`src/rtl/ctx_loader_pkg.sv`:
```
// ctx_loader shared definitions: FSM states, header encodings
// and header field positions.
package ctx_loader_pkg;

   typedef enum logic [1:0] {
      ST_IDLE,
      ST_PAYLOAD,
      ST_BCAST,
      ST_START_WAIT
   } state_t;

   localparam logic [1:0] TY_PE    = 2'b00;
   localparam logic [1:0] TY_IM    = 2'b01;
   localparam logic [1:0] TY_START = 2'b10;
   localparam logic [1:0] TY_RSVD  = 2'b11;

   localparam int TY_MSB    = 31;
   localparam int CNT_MSB   = 29;
   localparam int CNT_LSB   = 24;
   localparam int BC_BIT    = 23;
   localparam int PE_LSB    = 16;
   localparam int MAX_COUNT = 64;

endpackage

```
`src/rtl/ctx_loader.sv`:
```
// Host stream to per-PE context memory writer, with optional
// broadcast to every PE and a START command gated on array idle.
module ctx_loader
   import ctx_loader_pkg::*;
#(
   parameter int PE_NUM_BITS   = 4,
   parameter int CTX_ADDR_BITS = 5,
   parameter int CTX_PE_BITS   = 32,
   parameter int CTX_IM_BITS   = 32
) (
   input  logic                                 CLK,
   input  logic                                 RST,
   input  logic                                 s_valid,
   output logic                                 s_ready,
   input  logic [31:0]                          s_data,
   input  logic                                 s_last,
   input  logic                                 array_busy_in,
   output logic [PE_NUM_BITS+CTX_ADDR_BITS-1:0] CTX_PE_addra_out,
   output logic [CTX_PE_BITS-1:0]               CTX_PE_dina_out,
   output logic                                 CTX_PE_ena_out,
   output logic                                 CTX_PE_wea_out,
   output logic [PE_NUM_BITS+CTX_ADDR_BITS-1:0] CTX_IM_addra_out,
   output logic [CTX_IM_BITS-1:0]               CTX_IM_dina_out,
   output logic                                 CTX_IM_ena_out,
   output logic                                 CTX_IM_wea_out,
   output logic                                 start_out,
   output logic                                 busy_out,
   output logic                                 err_out
);

   localparam int AW = PE_NUM_BITS + CTX_ADDR_BITS;

   state_t                   state_q, state_d;
   logic [6:0]               rem_q, rem_d;
   logic [CTX_ADDR_BITS-1:0] addr_q, addr_d;
   logic [PE_NUM_BITS-1:0]   pe_q, pe_d;
   logic [PE_NUM_BITS-1:0]   bidx_q, bidx_d;
   logic                     im_q, im_d;
   logic                     bc_q, bc_d;
   logic                     bend_q, bend_d;
   logic [31:0]              bdat_q, bdat_d;
   logic                     err_q, err_d;
   logic                     start_q, start_d;
   logic                     s_ready_q, busy_q;
   logic                     pe_ena_q, im_ena_q;
   logic [AW-1:0]            pe_addr_q, im_addr_q;
   logic [CTX_PE_BITS-1:0]   pe_din_q;
   logic [CTX_IM_BITS-1:0]   im_din_q;
   logic                     wr_go, accept, last;
   logic [AW-1:0]            wr_addr;
   logic [31:0]              wr_data;
   logic [1:0]               hdr_ty;

   assign accept = s_valid & s_ready_q;
   assign hdr_ty = s_data[TY_MSB -: 2];
   assign last   = s_last | (rem_q == 7'd1);

   always_comb begin
      state_d = state_q;
      rem_d   = rem_q;
      addr_d  = addr_q;
      pe_d    = pe_q;
      im_d    = im_q;
      bc_d    = bc_q;
      bidx_d  = bidx_q;
      bdat_d  = bdat_q;
      bend_d  = bend_q;
      err_d   = err_q;
      start_d = 1'b0;
      wr_go   = 1'b0;
      wr_addr = {pe_q, addr_q};
      wr_data = s_data;
      unique case (state_q)
         ST_IDLE: if (accept) begin
            unique case (hdr_ty)
               TY_PE, TY_IM: begin
                  if (s_last) begin
                     err_d = 1'b1;
                  end else begin
                     state_d = ST_PAYLOAD;
                     rem_d   = {1'b0, s_data[CNT_MSB:CNT_LSB]} + 7'd1;
                     addr_d  = s_data[CTX_ADDR_BITS-1:0];
                     pe_d    = s_data[PE_LSB +: PE_NUM_BITS];
                     im_d    = (hdr_ty == TY_IM);
                     bc_d    = s_data[BC_BIT];
                  end
               end
               TY_START: begin
                  if (array_busy_in) state_d = ST_START_WAIT;
                  else               start_d = 1'b1;
               end
               default: err_d = 1'b1;
            endcase
         end
         ST_PAYLOAD: if (accept) begin
            wr_go = 1'b1;
            err_d = err_q | (s_last & (rem_q != 7'd1));
            if (bc_q) begin
               // PE 0 goes out now; BCAST covers PE 1..N-1
               wr_addr = {{PE_NUM_BITS{1'b0}}, addr_q};
               bidx_d  = PE_NUM_BITS'(1);
               bdat_d  = s_data;
               bend_d  = last;
               state_d = ST_BCAST;
            end else begin
               addr_d = addr_q + CTX_ADDR_BITS'(1);
               rem_d  = rem_q - 7'd1;
               if (last) state_d = ST_IDLE;
            end
         end
         ST_BCAST: begin
            wr_go   = 1'b1;
            wr_addr = {bidx_q, addr_q};
            wr_data = bdat_q;
            bidx_d  = bidx_q + PE_NUM_BITS'(1);
            if (&bidx_q) begin
               addr_d  = addr_q + CTX_ADDR_BITS'(1);
               rem_d   = rem_q - 7'd1;
               state_d = bend_q ? ST_IDLE : ST_PAYLOAD;
            end
         end
         ST_START_WAIT: if (!array_busy_in) begin
            start_d = 1'b1;
            state_d = ST_IDLE;
         end
         default: state_d = ST_IDLE;
      endcase
   end

   always_ff @(posedge CLK or posedge RST) begin
      if (RST) begin
         state_q   <= ST_IDLE;
         rem_q     <= '0;
         addr_q    <= '0;
         pe_q      <= '0;
         im_q      <= 1'b0;
         bc_q      <= 1'b0;
         bidx_q    <= '0;
         bdat_q    <= '0;
         bend_q    <= 1'b0;
         err_q     <= 1'b0;
         start_q   <= 1'b0;
         s_ready_q <= 1'b0;
         busy_q    <= 1'b0;
         pe_ena_q  <= 1'b0;
         im_ena_q  <= 1'b0;
         pe_addr_q <= '0;
         im_addr_q <= '0;
         pe_din_q  <= '0;
         im_din_q  <= '0;
      end else begin
         state_q   <= state_d;
         rem_q     <= rem_d;
         addr_q    <= addr_d;
         pe_q      <= pe_d;
         im_q      <= im_d;
         bc_q      <= bc_d;
         bidx_q    <= bidx_d;
         bdat_q    <= bdat_d;
         bend_q    <= bend_d;
         err_q     <= err_d;
         start_q   <= start_d;
         s_ready_q <= (state_d == ST_IDLE) || (state_d == ST_PAYLOAD);
         busy_q    <= (state_d != ST_IDLE);
         pe_ena_q  <= wr_go & ~im_q;
         im_ena_q  <= wr_go & im_q;
         if (wr_go && !im_q) begin
            pe_addr_q <= wr_addr;
            pe_din_q  <= wr_data[CTX_PE_BITS-1:0];
         end
         if (wr_go && im_q) begin
            im_addr_q <= wr_addr;
            im_din_q  <= wr_data[CTX_IM_BITS-1:0];
         end
      end
   end

   assign s_ready          = s_ready_q;
   assign busy_out         = busy_q;
   assign err_out          = err_q;
   assign start_out        = start_q;
   assign CTX_PE_ena_out   = pe_ena_q;
   assign CTX_PE_wea_out   = pe_ena_q;
   assign CTX_PE_addra_out = pe_addr_q;
   assign CTX_PE_dina_out  = pe_din_q;
   assign CTX_IM_ena_out   = im_ena_q;
   assign CTX_IM_wea_out   = im_ena_q;
   assign CTX_IM_addra_out = im_addr_q;
   assign CTX_IM_dina_out  = im_din_q;

endmodule

```
`config.mk`:
```
export PLATFORM = sky130hd
export DESIGN_NAME = ctx_loader
export DESIGN_NICKNAME = d
export VERILOG_FILES = /design/src/rtl/ctx_loader_pkg.sv /design/src/rtl/ctx_loader.sv
export SDC_FILE = /design/constraint.sdc
export NUM_CORES = 1
export LEC_CHECK = 0
export BUFFER_PORTS_ARGS = -buffer_cell sky130_fd_sc_hd__buf_2
export CAP_MARGIN = 20
export CORE_AREA = 2 2 116 118
export CTS_CLUSTER_DIAMETER = 80
export CTS_CLUSTER_SIZE = 40
export DETAILED_ROUTE_END_ITERATION = 10
export DIE_AREA = 0 0 118 120
export GPL_TIMING_DRIVEN = 0
export PLACE_DENSITY = 0.72
export SLEW_MARGIN = 10
export SYNTH_ARGS = -nofsm -noshare
export SYNTH_HDL_FRONTEND = slang
export SYNTH_SLANG_ARGS = --single-unit
```
`constraint.sdc`:
```
create_clock -name CLK -period 13.5 [get_ports CLK]
set_input_delay 3.375 -clock CLK [delete_from_list [all_inputs] [get_ports CLK]]
set_output_delay 3.375 -clock CLK [all_outputs]
set_load 0.01 [all_outputs]
```
==> flow_summary_export.csv <==
group,metric,value,unit
global_route,grt-ovfl-total,0,
setup_path,worstReg2RegStart,"state_q[0]",
logic_synthesis,ys_seq_area_share,57.4,%
clock_tree,cts_tree,"done",
detailed_routing,wl_met2,7.38,mm
detailed_routing,drc,0,
sta,maxSlewHeadroom,48.9,%
die,initial_utilization,48.7,%
detailed_routing,antenna_left,0,
die,die_area,14200,um^2
clock_tree,clkLatencyLatePin,0.43,ns
placed_design,dp.cells,870,
final_layout,layout_commonest_cell,"dfrtp_1",
final_layout,n_antenna_cell,0,
sta,finalSetupTns,0,ns
logic_synthesis,synth.area.mux_share,13.9,%
sta,finalHoldViolations,0,
pwr,p_leak,3.72,nW
final_layout,layout.cells.non_filler,901,
pwr,power.density,252,nW/um^2
logic_synthesis,yosysTopAreaCellShare,57.4,%
detailed_routing,dr_total_vias,4877,
placed_design,dpl.hpwl,10.7,mm
die,ios,127,
clock_tree,cts_setup_buffers,0,
global_route,grt_pass1_vias,4954,
sta,worst_slew_pin_slew,0.766,ns
sta,period_minus_slack,4.71,ns
logic_synthesis,syn_area,6320,um^2
clock_tree,htree_levels,4,
logic_synthesis,syn_nets,614,
sta,finalMaxSlewViolations,0,
logic_synthesis,ys_ff_latch,145,
setup_path,crit_arrival,5.01,ns
logic_synthesis,synth-simple-area-share,10.1,%
hold_path,hold_start,"CTX_IM_dina_out[23]",
clock_tree,clock-root-buffer,"clkbuf_16",
setup_path,path_class,"input pin to flop",
detailed_routing,wl_per_cell,17.0,um
logic_synthesis,async_flop_share,100,%
clock_tree,ctsResizeCount,0,
setup_path,cp-start-kind,"input pin",
setup_path,r2r-end,"CTX_PE_dina_out[23]",
final_layout,fillers,1100,
setup_path,cp.required,13.80,ns
logic_synthesis,synth_area_leader_cell,"dfrtp_1",
logic_synthesis,ys_types,52,
status,status,"finished, final reports clean",
final_layout,finalNetCount,760,
detailed_routing,first_pass_iters,5,
placed_design,port_buffers,126,
job,cap_violations,0,
logic_synthesis,yosys.area_share.adder,1.98,%
placed_design,place.gp.congestion,0.871,
global_route,antenna_found_initial,0,
setup_path,rr_worst_depth,8,
sta,clock.fmax,0.212,GHz
logic_synthesis,ys_warn_count,0,
sta,setup_violations,0,
die,die_y,120,um
logic_synthesis,syn_avg_cell_area,11.2,um^2
final_layout,areaGrowthSynthToFinish,24.4,%
final_layout,layout_common_cells,"dfrtp_1 (145), buf_2 (143), nand2_1 (56), nor2_1 (51), o21ai_0 (48)",
detailed_routing,dr.first_iter.drc_count,347,
clock_tree,path_clk_slew,0.06,ns
clock_tree,cts_made_buffers,17,
die,die_w,118,um
logic_synthesis,synth-xor-area-share,0.554,%
global_route,grt.total_usage,23.0,%
detailed_routing,viasPerCell,5.41,
clock_tree,holdBufCountCts,0,
logic_synthesis,syn_inst,567,
final_layout,drive_gt1_share,32.4,%
logic_synthesis,synth_ff_type,"dfrtp_1",
detailed_routing,routed_wl,15.4,mm
final_layout,seq_area,3630,um^2
setup_path,rrSetupSlack,10.84,ns
sta,rsz0062_at_grt,"false",
hold_path,min_to,"CTX_IM_dina_out[23]",
sta,fin_crit_sh,34.9,%
setup_path,path_max_fanout,10,
logic_synthesis,yosys-top-cells-area,"dfrtp_1 (57%), mux2_2 (8.4%), mux2i_1 (5.5%)",
clock_tree,cts_sinks,145,
sta,fin_skew,0.00685,ns
global_route,grt_pass1_wl,25.3,mm
die,design.core.area,13000,um^2
clock_tree,cts_buffer_depth,2,
detailed_routing,highest_layer,"met4",
hold_path,hp-class,"flop to flop",
logic_synthesis,synth_compound_area_share,12.2,%
hold_path,hold_depth,2,
setup_path,critPathCaptureType,"flop",
logic_synthesis,synth_top_family_by_area,"multiplexers",
final_layout,multi_input_area,2450,um^2
logic_synthesis,synth_edf_count,0,
pwr,fin_total_pwr,1.98,mW
pwr,ir_worst_vdd,0.000110,V
detailed_routing,wl_met3,972,um
die,rows,42,
global_route,grt_max_degree,84,
detailed_routing,wl_met1,6.71,mm
area by class of cell:
class,instances,share of cell area [%]
buffer,35,2.32
clock buffer,22,6.15
clock inverter,9,2.24
inverter,17,0.875
multi-input combinational,370,31.1
sequential,145,46.1
tap,176,2.80
timing repair buffer,127,8.37
sequential cells by signal, indices dropped and copies added, names as in the netlist:
register	cells
CTX_IM_dina_out	32
CTX_PE_dina_out	32
bdat_q	32
CTX_IM_addra_out	9
CTX_PE_addra_out	9
rem_q	7
addr_q	5
bidx_q	4
pe_q	4
state_q	2
CTX_IM_ena_out	1
CTX_PE_ena_out	1
bc_q	1
bend_q	1
busy_out	1
err_out	1
im_q	1
s_ready	1
start_out	1
synth_stat cells (3+ instances only):
master,instances
dfrtp_1,145
nand2_1,56
nor2_1,51
o21ai_0,48
a21oi_1,47
mux2_2,47
mux2i_1,35
buf_2,17
inv_1,17
nand3_1,14
clkbuf_1,10
ha_1,10
a31oi_1,4
a32oi_1,4
o211ai_1,4
o22a_1,4
xnor2_1,4
buf_1,3
buf_4,3
nand3b_1,3
nor3_1,3
cells by family (layout without fill, tap and decap cells):
| logic type | count (synthesis) | in the layout |
|---|---|---|
| flops | 145 | 145 |
| xor+xnor | 4 | 4 |
| simple gates | 142 | 142 |
| buf+inv | 52 | 210 |
| fa+ha+maj | 10 | 10 |
| mux | 82 | 82 |
| compound gates | 132 | 132 |
through the flow:
step           area [um^2]  util, %  setup WS [ns]  hold WS, ns
4_1_cts               7870     60.6           8.79        0.480
3_5_place_dp          7210     55.5           8.34        0.455
3_3_place_gp          7170     55.3           4.82        0.455
2_1_floorplan         6320        -           6.23        0.450
5_1_grt               7870     60.6           8.69        0.507
6_report              7870     60.6           8.79        0.476
worst max-delay path: stages:
cell and delay (ns):
buf_2 0.12, and3_1 0.21, o21ai_0 0.08, nor2_1 0.42, buf_2 0.37, buf_2 0.30
a21oi_1 0.11
report_power, final:
part           internal, mW  switching (mW)
clock                 0.346           0.176
combinational         0.310           0.409
sequential            0.627           0.116
total                  1.28           0.702
how the worst max path moves through the flow:
stage,from,endpoint,slack [ns],depth (start not counted)
floorplan,RST,CTX_IM_addra_out[0],6.23,1
global placement,RST,rem_q[0],4.82,2
detailed placement,s_valid,CTX_PE_dina_out[25],8.34,7
CTS,s_valid,CTX_PE_dina_out[23],8.79,7
global route,s_valid,CTX_PE_dina_out[13],8.69,7
finish,s_valid,CTX_PE_dina_out[23],8.79,7
per-layer routing:
metal  vias to the layer above  track usage (%)
met5                         -                0
met2                       182             37.4
li1                       2274                -
met4                         0             9.26
met1                      2400             30.4
met3                        21             4.94
Power figures use the tool's default switching activity.
